--- src/rtl/hazard_pkg.sv ---
// Shared types and constants for the pipeline hazard sequencer.
package hazard_pkg;

    localparam int unsigned PC_W  = 32;
    localparam int unsigned REG_W = 5;
    localparam int unsigned CNT_W = 32;

    typedef enum logic [1:0] {
        RUN        = 2'd0,
        LOAD_STALL = 2'd1,
        REDIRECT   = 2'd2,
        MEM_WAIT   = 2'd3
    } state_e;

    // Hazard events; a larger encoding wins when several fire in one cycle.
    typedef enum logic [2:0] {
        EV_NONE     = 3'd0,
        EV_LOAD_USE = 3'd1,
        EV_JUMP     = 3'd2,
        EV_BRANCH   = 3'd3,
        EV_MEM      = 3'd4
    } event_e;

    function automatic logic load_use_hit(
        input logic             mem_read,
        input logic [REG_W-1:0] ex_rt,
        input logic [REG_W-1:0] rs,
        input logic [REG_W-1:0] rt
    );
        return mem_read && (ex_rt != '0) && ((ex_rt == rs) || (ex_rt == rt));
    endfunction

    function automatic event_e classify(
        input logic mem_busy,
        input logic branch,
        input logic jump,
        input logic load_use
    );
        if (mem_busy)      return EV_MEM;
        else if (branch)   return EV_BRANCH;
        else if (jump)     return EV_JUMP;
        else if (load_use) return EV_LOAD_USE;
        else               return EV_NONE;
    endfunction

endpackage

--- src/rtl/hazard_perf_counter.sv ---
// Stall-cycle and flush-event counters; both wrap at 2^32.
module hazard_perf_counter
    import hazard_pkg::*;
(
    input  logic             clk,
    input  logic             reset,
    input  logic             pc_write,
    input  logic             if_id_flush,
    output logic [CNT_W-1:0] stall_cycles,
    output logic [CNT_W-1:0] flush_events
);

    logic flush_prev;

    always_ff @(posedge clk) begin
        if (reset) begin
            stall_cycles <= '0;
            flush_events <= '0;
            flush_prev   <= 1'b0;
        end else begin
            stall_cycles <= stall_cycles + CNT_W'(!pc_write);
            flush_events <= flush_events + CNT_W'(if_id_flush && !flush_prev);
            flush_prev   <= if_id_flush;
        end
    end

endmodule

--- src/rtl/hazard_sequencer.sv ---
// Pipeline hazard sequencer: redirects, load-use stalls and memory waits.
// Optional performance counters are built when HAZARD_PERF_CNT_EN is defined.
module hazard_sequencer
    import hazard_pkg::*;
(
    input  logic             clk,
    input  logic             reset,
    input  logic             id_jump,
    input  logic [PC_W-1:0]  id_jump_target,
    input  logic             ex_branch_taken,
    input  logic [PC_W-1:0]  ex_branch_target,
    input  logic             id_ex_mem_read,
    input  logic [REG_W-1:0] id_ex_rt,
    input  logic [REG_W-1:0] if_id_rs,
    input  logic [REG_W-1:0] if_id_rt,
    input  logic             mem_busy,
    output logic             pc_write,
    output logic             pc_redirect,
    output logic [PC_W-1:0]  redirect_target,
    output logic             if_id_write,
    output logic             if_id_flush,
    output logic             id_ex_write,
    output logic             id_ex_flush,
    output logic             ex_mem_write,
    output logic [CNT_W-1:0] stall_cycles,
    output logic [CNT_W-1:0] flush_events
);

    state_e           state_q, state_d;
    state_e           resume_q, resume_d;
    state_e           active_s;
    event_e           evt;
    logic [PC_W-1:0]  target_d;

    // After a memory wait the released cycle behaves as the state it froze.
    always_comb begin
        active_s = (state_q == MEM_WAIT) ? resume_q : state_q;
        evt = classify(mem_busy,
                       (active_s != REDIRECT) && ex_branch_taken,
                       (active_s != REDIRECT) && id_jump,
                       (active_s == RUN) &&
                           load_use_hit(id_ex_mem_read, id_ex_rt, if_id_rs, if_id_rt));
    end

    always_ff @(posedge clk) begin
        if (reset) begin
            state_q         <= RUN;
            resume_q        <= RUN;
            redirect_target <= '0;
        end else begin
            state_q         <= state_d;
            resume_q        <= resume_d;
            redirect_target <= target_d;
        end
    end

    always_comb begin
        state_d  = RUN;
        resume_d = resume_q;
        target_d = redirect_target;
        case (evt)
            EV_MEM: begin
                state_d  = MEM_WAIT;
                resume_d = (state_q == MEM_WAIT) ? resume_q : state_q;
            end
            EV_BRANCH: begin
                state_d  = REDIRECT;
                target_d = ex_branch_target;
            end
            EV_JUMP: begin
                state_d  = REDIRECT;
                target_d = id_jump_target;
            end
            EV_LOAD_USE: state_d = LOAD_STALL;
            default:     state_d = RUN;
        endcase
    end

    // Reset forces the RUN defaults regardless of the state being left.
    always_comb begin
        pc_write     = 1'b1;
        pc_redirect  = 1'b0;
        if_id_write  = 1'b1;
        if_id_flush  = 1'b0;
        id_ex_write  = 1'b1;
        id_ex_flush  = 1'b0;
        ex_mem_write = 1'b1;
        if (!reset) begin
            case (evt)
                EV_MEM: begin
                    pc_write     = 1'b0;
                    if_id_write  = 1'b0;
                    id_ex_write  = 1'b0;
                    ex_mem_write = 1'b0;
                end
                EV_BRANCH: begin
                    if_id_flush = 1'b1;
                    id_ex_flush = 1'b1;
                end
                EV_JUMP: if_id_flush = 1'b1;
                EV_LOAD_USE: begin
                    pc_write    = 1'b0;
                    if_id_write = 1'b0;
                    id_ex_flush = 1'b1;
                end
                default: begin
                    if (active_s == REDIRECT) begin
                        pc_redirect = 1'b1;
                        if_id_flush = 1'b1;
                    end
                end
            endcase
        end
    end

`ifdef HAZARD_PERF_CNT_EN
    hazard_perf_counter u_perf (
        .clk          (clk),
        .reset        (reset),
        .pc_write     (pc_write),
        .if_id_flush  (if_id_flush),
        .stall_cycles (stall_cycles),
        .flush_events (flush_events)
    );
`else
    assign stall_cycles = '0;
    assign flush_events = '0;
`endif

endmodule

--- config.mk ---
export PLATFORM = sky130hd
export DESIGN_NAME = hazard_sequencer
export DESIGN_NICKNAME = d
export VERILOG_FILES = /design/src/rtl/hazard_pkg.sv /design/src/rtl/hazard_perf_counter.sv /design/src/rtl/hazard_sequencer.sv
export SDC_FILE = /design/constraint.sdc
export NUM_CORES = 1
export LEC_CHECK = 0
export CAP_MARGIN = 25
export CORE_AREA = 2 2 74 105
export CTS_CLUSTER_DIAMETER = 30
export DETAILED_ROUTE_END_ITERATION = 12
export DIE_AREA = 0 0 76 107
export PLACE_DENSITY_LB_ADDON = 0.12
export SETUP_SLACK_MARGIN = 0.5
export SYNTH_ARGS = -nofsm -noshare
export SYNTH_HDL_FRONTEND = slang
export SYNTH_SLANG_ARGS = --single-unit
--- constraint.sdc ---
create_clock -name clk -period 2.19 [get_ports clk]
set_input_delay 0.438 -clock clk [delete_from_list [all_inputs] [get_ports clk]]
set_output_delay 0.438 -clock clk [all_outputs]
set_load 0.05 [all_outputs]
==> metrics.md <==
| Metric | Value |
|---|---|
| Delay-heaviest family, CP | `simple AND/OR/NAND/NOR gates` |
| # fillers | `709` |
| DP Wirelength | `5.24 mm` |
| Run status | `finished clean` |
| Diode count | `0` |
| WP data arrival | `1.70 ns` |
| CP endpoint kind | `output pin` |
| Vias in the first global route | `approximately 2,400` |
| Number of vias per cell | `between 4 and 5` |
| Ys flop type | `dfxtp_1` |
| Layout area overhead | `65.4%` |
| GR Util All Layers | `18.4%` |
| Max-slew violation total from the final report | `0` |
| Initial DRC Count | `101` |
| Core box area | `0.00718 mm^2` |
| Final setup violation count | `0` |
| Clk_skew | `approximately 0.0095 ns` |
| First-pass GRT wire length | `11.8 mm` |
| Bufs and invs on worst path | `3` |
| CTS Sinks | `36` |
| Routed Antenna Nets | `0` |
| Placed Instances | `483` |
| Post-synth ARST share | `0%` |
| Max-cap violations | `0` |
| GPL Wtd Cong | `0.805` |
| Final Critical Period | `2.13 ns` |
| Fin cells | `a little over 500` |
| CTS root buffer | `clkbuf_8` |
| CP max stage cell | `or4_4` |
| Port buffer count | `123` |
| Die area | `0.00813 mm^2` |
| Reg clk slew, reported paths | `0.07 ns` |
| Inserted Clock Buffers | `5` |
| Sequential cell area fraction in the yosys report | `30.1%` |
| Fin crit share | `97.5%` |
| Via count | `2,359` |
| NumNets Final | `493` |
| Setup TNS | `0 ns` |
| Most frequent cells in the layout | `65 x clkdlybuf4s50_1, 64 x conb_1, 35 x inv_1` |
| Htree depth | `2` |
| CTS hold repair buffers | `0` |
| Overall power | `0.00234 W` |
| Yosys warnings | `0` |
| Fin util | `between 50 and 60%` |
| Critical Path RT | `1.75 ns` |
| Final wirelength | `7.61 mm` |
| Crit path max fanout | `3` |
| Final Hold Viols | `0` |
| Worst path cell trace | `buf_8 -> or4_4 -> o211ai_1 -> buf_4 -> o31ai_4 -> buf_12` |
| Most common cell after layout, fill and taps aside | `clkdlybuf4s50_1` |
| Avg WL per Cell | `15.0 um` |
| Share of cells above drive strength 1 | `22.0%` |
| Distinct cells, synth | `35` |
| RSZ-0062 raised after global routing | `yes` |
| Die W | `roughly 76 um` |
| Leak Pwr | `1.74 nW` |
| Total grt overflow | `0` |
| Worst vdd ir | `0.272 mV` |
| Starting Density | `about a third` |
| DRC violation count after routing | `0` |
| Die height | `about 110 um` |
| Site Rows | `37` |
| Post-Synthesis Cells | `approximately 270` |
| Post-synthesis average cell area | `~9 um^2` |
| EDFF count, synth | `0` |
| Synthesized area | `about 0.0024 mm^2` |
| Largest net degree at the start of global routing | `23` |
| Setup CP Type | `in2out` |
| Critical path launch point type | `primary input` |
| Drt first pass iters | `4` |
| Worst-Margin Slew | `around 0.56 ns` |
| Slew headroom | `between 60% and 70%` |
| Crit path largest cell delay | `0.52 ns` |
| Max Root-Sink Buffers | `2` |
| Antenna violations before repair | `0` |
| Worst skew pair latency | `~0.30 ns` |
| Yosys reg bits | `36` |
| PwrDens | `591 mW/mm^2` |
| # IOs | `around 190` |
| Fmax | `roughly 470 MHz` |
| CTS tree | `yes` |
| Hold Path Class | `in2reg` |
## state kept, by name (all words and copies together), names as in the netlist
register,cells
redirect_target,32
resume_q,2
state_q,2
## worst paths after layout
kind	from	endpoint	slack (ns)	cells after the start
max	id_ex_rt[2]	id_ex_flush	0.06	6
min	reset	state_q[0]$_SDFF_PP0_	0.45	3
max reg2reg	resume_q[1]$_SDFFE_PP0N_	redirect_target[11]$_SDFFE_PP0P_	0.26	8
min reg2reg	resume_q[1]$_SDFFE_PP0N_	resume_q[1]$_SDFFE_PP0N_	0.51	2
## layout make-up
type,count,area (um^2),share of cell area [%]
clock buffer,5,68.8,1.74
tap,97,121,3.07
timing repair buffer,158,1620,40.9
multi-input combinational,172,1270,32.1
clock inverter,3,18.8,0.474
inverter,35,131,3.32
sequential,36,726,18.3
## where the power goes
group	total, W	switching, W	internal (W)
Clock	0.000487	0.000265	0.000222
Combinational	0.00110	0.000700	0.000397
Sequential	0.000753	0.0000320	0.000721
Total	0.00234	0.000997	0.00134
## Yosys cell counts (2+ instances only)
master	number	area share, %
nor3_1	4	0.84
o221a_1	30	14
nor2_1	9	1.4
clkbuf_1	16	2.5
or3_1	2	0.52
buf_6	4	1.9
inv_1	35	5.5
xor2_1	10	3.7
dfxtp_1	36	30
buf_4	66	21
o32ai_1	31	11
o21ai_0	2	0.42
## layer usage
metal | up-vias | share of wire [%] | GRT usage [%]
met5 | - | 0 | 0
met4 | 0 | 3.7 | 9.74
met3 | 22 | 6.8 | 4.46
met2 | 118 | 52 | 33.3
met1 | 1098 | 37 | 19.7
li1 | 1121 | - | -
## logic make-up (layout without fill, tap and decap cells)
group,after synthesis,count (layout),synth area share [%]
xor+xnor,10,10,3.66
simple gates,22,22,4.71
flops,36,36,30.1
buf+inv,123,201,31.0
other cells,1,64,0.157
compound gates,76,76,30.4
## metrics by stage
stage | hold slack (ns) | cell area, um^2 | worst slack [ns]
floorplan | 0.477 | 2700 | -0.0181
global placement | 0.492 | 3640 | -0.346
detailed placement | 0.504 | 3640 | -0.363
CTS | 0.455 | 3870 | 0.0114
global route | 0.447 | 3960 | 0.00915
finish | 0.448 | 3960 | 0.0553
## tightest hold or removal path, cell delays in order
cell     delay [ns]
buf_6          0.08
buf_4          0.11
o41ai_1        0.07
## timing repair
item	CTS	global route
pin swaps	21	43
resized for setup	126	22
setup buffers	3	8
setup endpoints to repair	71	37
cloned	4	0
(Power assumes the default switching activity.)
